$ cat src/rtl/xi_gather_if.sv
// xi_gather_if: column-index stream, single-beat AXI read channels and gathered element stream
interface xi_gather_if;
  logic        col_valid;
  logic        col_ready;
  logic [31:0] col_idx;
  logic [31:0] m_axi_araddr;
  logic [7:0]  m_axi_arlen;
  logic [2:0]  m_axi_arsize;
  logic        m_axi_arvalid;
  logic        m_axi_arready;
  logic [63:0] m_axi_rdata;
  logic [1:0]  m_axi_rresp;
  logic        m_axi_rvalid;
  logic        m_axi_rready;
  logic        xi_valid;
  logic        xi_ready;
  logic [63:0] xi_data;
  modport master (
    input  col_valid, col_idx, m_axi_arready, m_axi_rdata, m_axi_rresp, m_axi_rvalid, xi_ready,
    output col_ready, m_axi_araddr, m_axi_arlen, m_axi_arsize, m_axi_arvalid, m_axi_rready, xi_valid, xi_data
  );
  modport slave (
    output col_valid, col_idx, m_axi_arready, m_axi_rdata, m_axi_rresp, m_axi_rvalid, xi_ready,
    input  col_ready, m_axi_araddr, m_axi_arlen, m_axi_arsize, m_axi_arvalid, m_axi_rready, xi_valid, xi_data
  );
endinterface

$ cat src/rtl/xi_gather_reader.sv
// xi_gather_reader: gathers X[col_idx] with single-beat AXI reads into an in-order element stream.
// Optional XI_GATHER_RESP_ERR_EN: sticky err on any non-OKAY read response.
module xi_gather_reader #(
  parameter logic [31:0] X_BASE_ADDR = 32'h40000000,
  parameter int          MAX_OUTST   = 4,
  parameter int          LEN_W       = 32
) (
  input  logic             clk,
  input  logic             rstn,
  input  logic             start,
  input  logic [LEN_W-1:0] length,
  input  logic [1:0]       mode,
  output logic             busy,
  output logic             done,
  output logic             err,
  xi_gather_if.master      bus
);
  localparam int PW = MAX_OUTST > 1 ? $clog2(MAX_OUTST) : 1;
  localparam int CW = $clog2(MAX_OUTST + 1);
  typedef enum logic {IDLE, RUN} state_t;
  state_t state_q, state_d;
  logic [LEN_W-1:0] length_l, issued, delivered;
  logic [1:0] msz;
  logic [CW-1:0] credit, dcnt;
  logic [PW-1:0] owr, ord, dwr, drd;
  logic [2:0] ofs_mem [MAX_OUTST];
  logic [63:0] dat_mem [MAX_OUTST];
  logic start_ok, last, ar_fire, r_fire, xi_fire;
  logic [63:0] shifted, elem;
  function automatic logic [PW-1:0] nxt(input logic [PW-1:0] p);
    return p == PW'(MAX_OUTST - 1) ? '0 : p + 1'b1;
  endfunction
  always_comb begin
    state_d = state_q;
    start_ok = state_q == IDLE && start;
    last = xi_fire && delivered == length_l - 1'b1;
    if (start_ok && length != '0) state_d = RUN;
    else if (state_q == RUN && last) state_d = IDLE;
  end
  assign busy = state_q == RUN;
  // credits reserve a data FIFO slot per AR, so R can always be accepted while busy
  assign bus.m_axi_arvalid = busy && bus.col_valid && credit < CW'(MAX_OUTST) && issued < length_l;
  assign ar_fire = bus.m_axi_arvalid && bus.m_axi_arready;
  assign bus.col_ready = ar_fire;
  assign bus.m_axi_araddr = X_BASE_ADDR + (bus.col_idx << (msz + 2'd1));
  assign bus.m_axi_arlen = 8'd0;
  assign bus.m_axi_arsize = {1'b0, msz} + 3'd1;
  assign bus.m_axi_rready = busy;
  assign r_fire = busy && bus.m_axi_rvalid;
  assign bus.xi_valid = dcnt != '0;
  assign bus.xi_data = dat_mem[drd];
  assign xi_fire = bus.xi_valid && bus.xi_ready;
  assign shifted = bus.m_axi_rdata >> {ofs_mem[ord], 3'b000};
  assign elem = msz == 2'd0 ? {48'd0, shifted[15:0]} : msz == 2'd1 ? {32'd0, shifted[31:0]} : shifted;
  always_ff @(posedge clk) begin
    if (!rstn) begin
      state_q <= IDLE;
      done <= 1'b0;
      length_l <= '0;
      msz <= '0;
      issued <= '0;
      delivered <= '0;
      credit <= '0;
      dcnt <= '0;
      owr <= '0;
      ord <= '0;
      dwr <= '0;
      drd <= '0;
    end else begin
      state_q <= state_d;
      done <= (start_ok && length == '0) || (busy && last);
      if (start_ok) begin
        length_l <= length;
        msz <= mode == 2'd3 ? 2'd2 : mode;
        issued <= '0;
        delivered <= '0;
      end else begin
        if (ar_fire) issued <= issued + 1'b1;
        if (xi_fire) delivered <= delivered + 1'b1;
      end
      credit <= credit + CW'(ar_fire) - CW'(xi_fire);
      dcnt <= dcnt + CW'(r_fire) - CW'(xi_fire);
      if (ar_fire) owr <= nxt(owr);
      if (r_fire) ord <= nxt(ord);
      if (r_fire) dwr <= nxt(dwr);
      if (xi_fire) drd <= nxt(drd);
    end
  end
  always_ff @(posedge clk) begin
    if (ar_fire) ofs_mem[owr] <= bus.m_axi_araddr[2:0];
    if (r_fire) dat_mem[dwr] <= elem;
  end
`ifdef XI_GATHER_RESP_ERR_EN
  always_ff @(posedge clk) begin
    if (!rstn || start_ok) err <= 1'b0;
    else if (r_fire && bus.m_axi_rresp != 2'b00) err <= 1'b1;
  end
`else
  assign err = 1'b0;
`endif
endmodule
$ cat src/flat_wrapper.sv
// flat-port wrapper written by rule: the top's interface ports become plain ports
module xi_gather_reader_flat 
#(
  parameter logic [31:0] X_BASE_ADDR = 32'h40000000,
  parameter int          MAX_OUTST   = 4,
  parameter int          LEN_W       = 32
)
  (clk, rstn, start, length, mode, busy, done, err, bus_col_valid, bus_col_idx, bus_m_axi_arready, bus_m_axi_rdata, bus_m_axi_rresp, bus_m_axi_rvalid, bus_xi_ready, bus_col_ready, bus_m_axi_araddr, bus_m_axi_arlen, bus_m_axi_arsize, bus_m_axi_arvalid, bus_m_axi_rready, bus_xi_valid, bus_xi_data);
  xi_gather_if bus_i ();
  input  logic clk;
  input  logic rstn;
  input  logic start;
  input  logic [LEN_W-1:0] length;
  input  logic [1:0] mode;
  output logic busy;
  output logic done;
  output logic err;
  input wire logic [$bits(bus_i.col_valid)-1:0] bus_col_valid;
  input wire logic [$bits(bus_i.col_idx)-1:0] bus_col_idx;
  input wire logic [$bits(bus_i.m_axi_arready)-1:0] bus_m_axi_arready;
  input wire logic [$bits(bus_i.m_axi_rdata)-1:0] bus_m_axi_rdata;
  input wire logic [$bits(bus_i.m_axi_rresp)-1:0] bus_m_axi_rresp;
  input wire logic [$bits(bus_i.m_axi_rvalid)-1:0] bus_m_axi_rvalid;
  input wire logic [$bits(bus_i.xi_ready)-1:0] bus_xi_ready;
  output wire logic [$bits(bus_i.col_ready)-1:0] bus_col_ready;
  output wire logic [$bits(bus_i.m_axi_araddr)-1:0] bus_m_axi_araddr;
  output wire logic [$bits(bus_i.m_axi_arlen)-1:0] bus_m_axi_arlen;
  output wire logic [$bits(bus_i.m_axi_arsize)-1:0] bus_m_axi_arsize;
  output wire logic [$bits(bus_i.m_axi_arvalid)-1:0] bus_m_axi_arvalid;
  output wire logic [$bits(bus_i.m_axi_rready)-1:0] bus_m_axi_rready;
  output wire logic [$bits(bus_i.xi_valid)-1:0] bus_xi_valid;
  output wire logic [$bits(bus_i.xi_data)-1:0] bus_xi_data;
  assign bus_i.col_valid = bus_col_valid;
  assign bus_i.col_idx = bus_col_idx;
  assign bus_i.m_axi_arready = bus_m_axi_arready;
  assign bus_i.m_axi_rdata = bus_m_axi_rdata;
  assign bus_i.m_axi_rresp = bus_m_axi_rresp;
  assign bus_i.m_axi_rvalid = bus_m_axi_rvalid;
  assign bus_i.xi_ready = bus_xi_ready;
  assign bus_col_ready = bus_i.col_ready;
  assign bus_m_axi_araddr = bus_i.m_axi_araddr;
  assign bus_m_axi_arlen = bus_i.m_axi_arlen;
  assign bus_m_axi_arsize = bus_i.m_axi_arsize;
  assign bus_m_axi_arvalid = bus_i.m_axi_arvalid;
  assign bus_m_axi_rready = bus_i.m_axi_rready;
  assign bus_xi_valid = bus_i.xi_valid;
  assign bus_xi_data = bus_i.xi_data;
  xi_gather_reader #(.X_BASE_ADDR(X_BASE_ADDR), .MAX_OUTST(MAX_OUTST), .LEN_W(LEN_W)) u_core (.clk(clk), .rstn(rstn), .start(start), .length(length), .mode(mode), .busy(busy), .done(done), .err(err), .bus(bus_i));
endmodule
$ cat config.mk
export PLATFORM = sky130hd
export DESIGN_NAME = xi_gather_reader_flat
export DESIGN_NICKNAME = d
export VERILOG_FILES = /design/src/rtl/xi_gather_if.sv /design/src/rtl/xi_gather_reader.sv /design/src/flat_wrapper.sv
export SDC_FILE = /design/constraint.sdc
export NUM_CORES = 1
export LEC_CHECK = 0
export BUFFER_PORTS_ARGS = -buffer_cell sky130_fd_sc_hd__buf_2
export CAP_MARGIN = 20
export CORE_MARGIN = 2
export CORE_UTILIZATION = 50
export DETAILED_ROUTE_END_ITERATION = 8
export HOLD_SLACK_MARGIN = 0.12
export MAX_ROUTING_LAYER = met4
export PLACE_DENSITY = 0.7
export SYNTH_ARGS = -nofsm -noshare
export SYNTH_HDL_FRONTEND = slang
export SYNTH_SLANG_ARGS = --single-unit
$ cat constraint.sdc
create_clock -name clk -period 7.2 [get_ports clk]
set_input_delay 1.08 -clock clk [delete_from_list [all_inputs] [get_ports clk]]
set_output_delay 1.08 -clock clk [all_outputs]
set_load 0.03 [all_outputs]
==> results.txt <==
CTS Hold Buffers Added = 0
DRC Markers = 0
GR Util All Layers = 23.7%
Fin Hold WS = 489 ps
Sequential fraction of the synthesis area = 53.7%
Die W = 201 um
Met3 usage = 4.09%
Setup crit start kind = flip-flop
Total of max-cap violations = 0
Syn-to-layout area delta = 15.7%
Crit path DAT = 3430 ps
Setup WS pre-CTS = 3170 ps
# nets final = 1,983
Total number of vias = 13,500
Initial antenna violation count = 4
Post-synth cell types = 69
P_leak = 8.17 nW
Share of layout cells above drive strength 1 = 25.8%
Actual slew at the worst max-slew pin = 997 ps
Drt wl/cell = 20.0 um
Area of the multi-input gates = 8440 um^2
Setup TNS = 0 ps
Clk_skew = 21.3 ps
Max_slew headroom = 33.5%
WS Path Type = flip-flop to output port
Post-synth top area cell = edfxtp_1
Synth Warn # = 0
Asr flop ratio synth = 0%
Power Total = 5.89 mW
Syn_area_per_cell = 12.3 um^2
CTS tree = yes
DR iter-0 viols = 997
Post-Syn Area = 19,400 um^2
Initial Util = 50.4%
Global route total overflow = 0
Synth top area share = 41.5%
Routed wire length = 46,900 um
Largest net degree at the start of global routing = 76
Vias in the first global route = 13,300
Final core occ = 58.3%
Maximum VDD drop = 0.197 mV
Vias/cell = 5.74
Die area = 40,400 um^2
HPWL Detailed = 32,300 um
DR pass1 iterations = 5
PwrDens = 262 nW/um^2
Gr busiest metal = met2
Worst Path Required = 6120 ps
Synthesis-stage register bit count = 386
Antenna Nets Post-Route = 0
Post-Syn Instances = 1,571
Final setup fails = 0
Clock-pin transition on the worst setup and hold timing paths = 60 ps
H-tree levels = 2
Worst Hold Class = flip-flop to flip-flop
Status = finished, final reports clean
Die height = 201 um
I/O Pins = 253
Core footprint = 38,500 um^2
Filler instances = 3,146
Crit-path max FO = 12
Max Fclk = 0.222 GHz
RSZ-0062 raised after global routing = no
Post-synth EDFFs = 268
Register Area = 10,400 um^2
Clk sinks = 386
First-pass GRT wire length = 72,400 um
Final period util = 62.7%
Final worst slack = 2690 ps
Post CTS Setup Buffer Count = 0
Hold Fails Final Rpt = 0
Most frequent cell after synthesis = edfxtp_1
Max Slew Vio Count = 0
Post-CTS sizing = 0
Element type at the critical path end = output port
CTS buffer count = 41
Post-synth top cells = 268 x edfxtp_1, 201 x nand2_1, 118 x dfxtp_1
Top post-synthesis cells by area = edfxtp_1 42%, mux4_2 12%, dfxtp_1 12%
Met1 GRT Util = 30.8%
Gpl congestion = 0.885
Clock Path Buffers = 3
CTS Root Cell = clkbuf_16
FP Rows = 72
PortBufs = 241
Clk_lat worst skew = 580 ps
Grt met2 use = 37.1%
Primary FF master, synth = edfxtp_1
Min Tclk post-route = 4510 ps
-- cell usage in the layout (no fill, tap or decap), types with 11 or more instances in the layout --
cell type / n
a21boi_0: 37
a21oi_1: 58
and2_1: 40
and3_1: 12
buf_2: 242
buf_4: 18
clkbuf_16: 41
dfxtp_1: 116
edfxtp_1: 268
ha_1: 50
inv_1: 55
mux2_2: 11
mux2i_1: 46
mux4_2: 107
nand2_1: 200
nand3_1: 31
nand4_1: 17
nor2_1: 93
nor2b_1: 12
nor3_1: 21
nor4_1: 13
o21ai_0: 58
o31ai_1: 18
or4_1: 18
xnor2_1: 44
xor2_1: 32
-- cells by family (layout without fill, tap and decap cells) --
logic type                 after synthesis  count (layout)  synth area share (%)
and+or+nand+nor                        520             520                  13.6
muxes                                  164             164                  15.4
AOI/OAI and AO/OA                      225             225                  7.29
xor gates and xnor gates                76              76                  3.43
other                                    1              13                0.0193
adders and majority gates               53              53                  3.50
buffers and inverters                  146             390                  3.07
DFF                                    386             386                  53.7
-- registers in the layout (all words and copies together) (netlist names), named ones only --
name	cells
u_core.ofs_mem	12
u_core.done	1
u_core.dcnt	3
u_core.drd	2
u_core.delivered	32
u_core.length_l	32
u_core.issued	32
u_core.bus.m_axi_rready	1
u_core.dwr	2
u_core.credit	3
u_core.ord	2
u_core.msz	2
u_core.dat_mem	256
u_core.owr	2
-- critical path, stage by stage (launching register included) --
cell and delay [ps]:
dfxtp_1 460, inv_1 80, ha_1 290, a21oi_1 130
nor2_1 60, a211oi_1 290, o211a_1 190, a31oi_1 220
or3b_1 450, inv_1 380, buf_2 300
-- cell type report --
class	count	area share, %
Sequential cell	386	46.4
Multi-Input combinational cell	1047	37.6
Tap cell	518	2.89
Clock inverter	24	1.27
Clock buffer	51	4.83
Inverter	55	0.920
Timing Repair Buffer	260	6.00
Antenna cell	4	0.0446
-- routing by layer --
layer  vias up  part of all wire (%)
li1       6323                     -
met1      6543                    42
met2       501                    47
met3       100                   6.6
met4         0                   3.9
met5         -                     0
-- final timing paths --
| path | from | to | slack [ps] | depth (start not counted) |
|---|---|---|---|---|
| worst min register to register | u_core.drd[1]$_SDFFE_PN0P_ | flip-flop | 490 | 2 |
| worst min-delay path | u_core.drd[1]$_SDFFE_PN0P_ | flip-flop | 490 | 2 |
| worst max-delay path | u_core.length_l[9]$_SDFFE_PN0P_ | bus_col_ready | 2690 | 10 |
| worst max register to register | u_core.length_l[9]$_SDFFE_PN0P_ | u_core.credit[2]$_SDFF_PN0_ | 3440 | 15 |
-- power breakdown --
group	internal, mW	switching [mW]
Combinational	0.485	0.768
Sequential	2.44	0.0753
Clock	1.23	0.890
Total	4.15	1.73
-- through the flow --
step                      cell area [um^2]  std cells
final                                22400       2345
after global routing                 22400       2345
after CTS                            22400       2340
after detailed placement             21000       2265
after global placement               21000       2265
after floorplan                      19400       1579
Note: power is estimated with default switching activity, not from simulation.
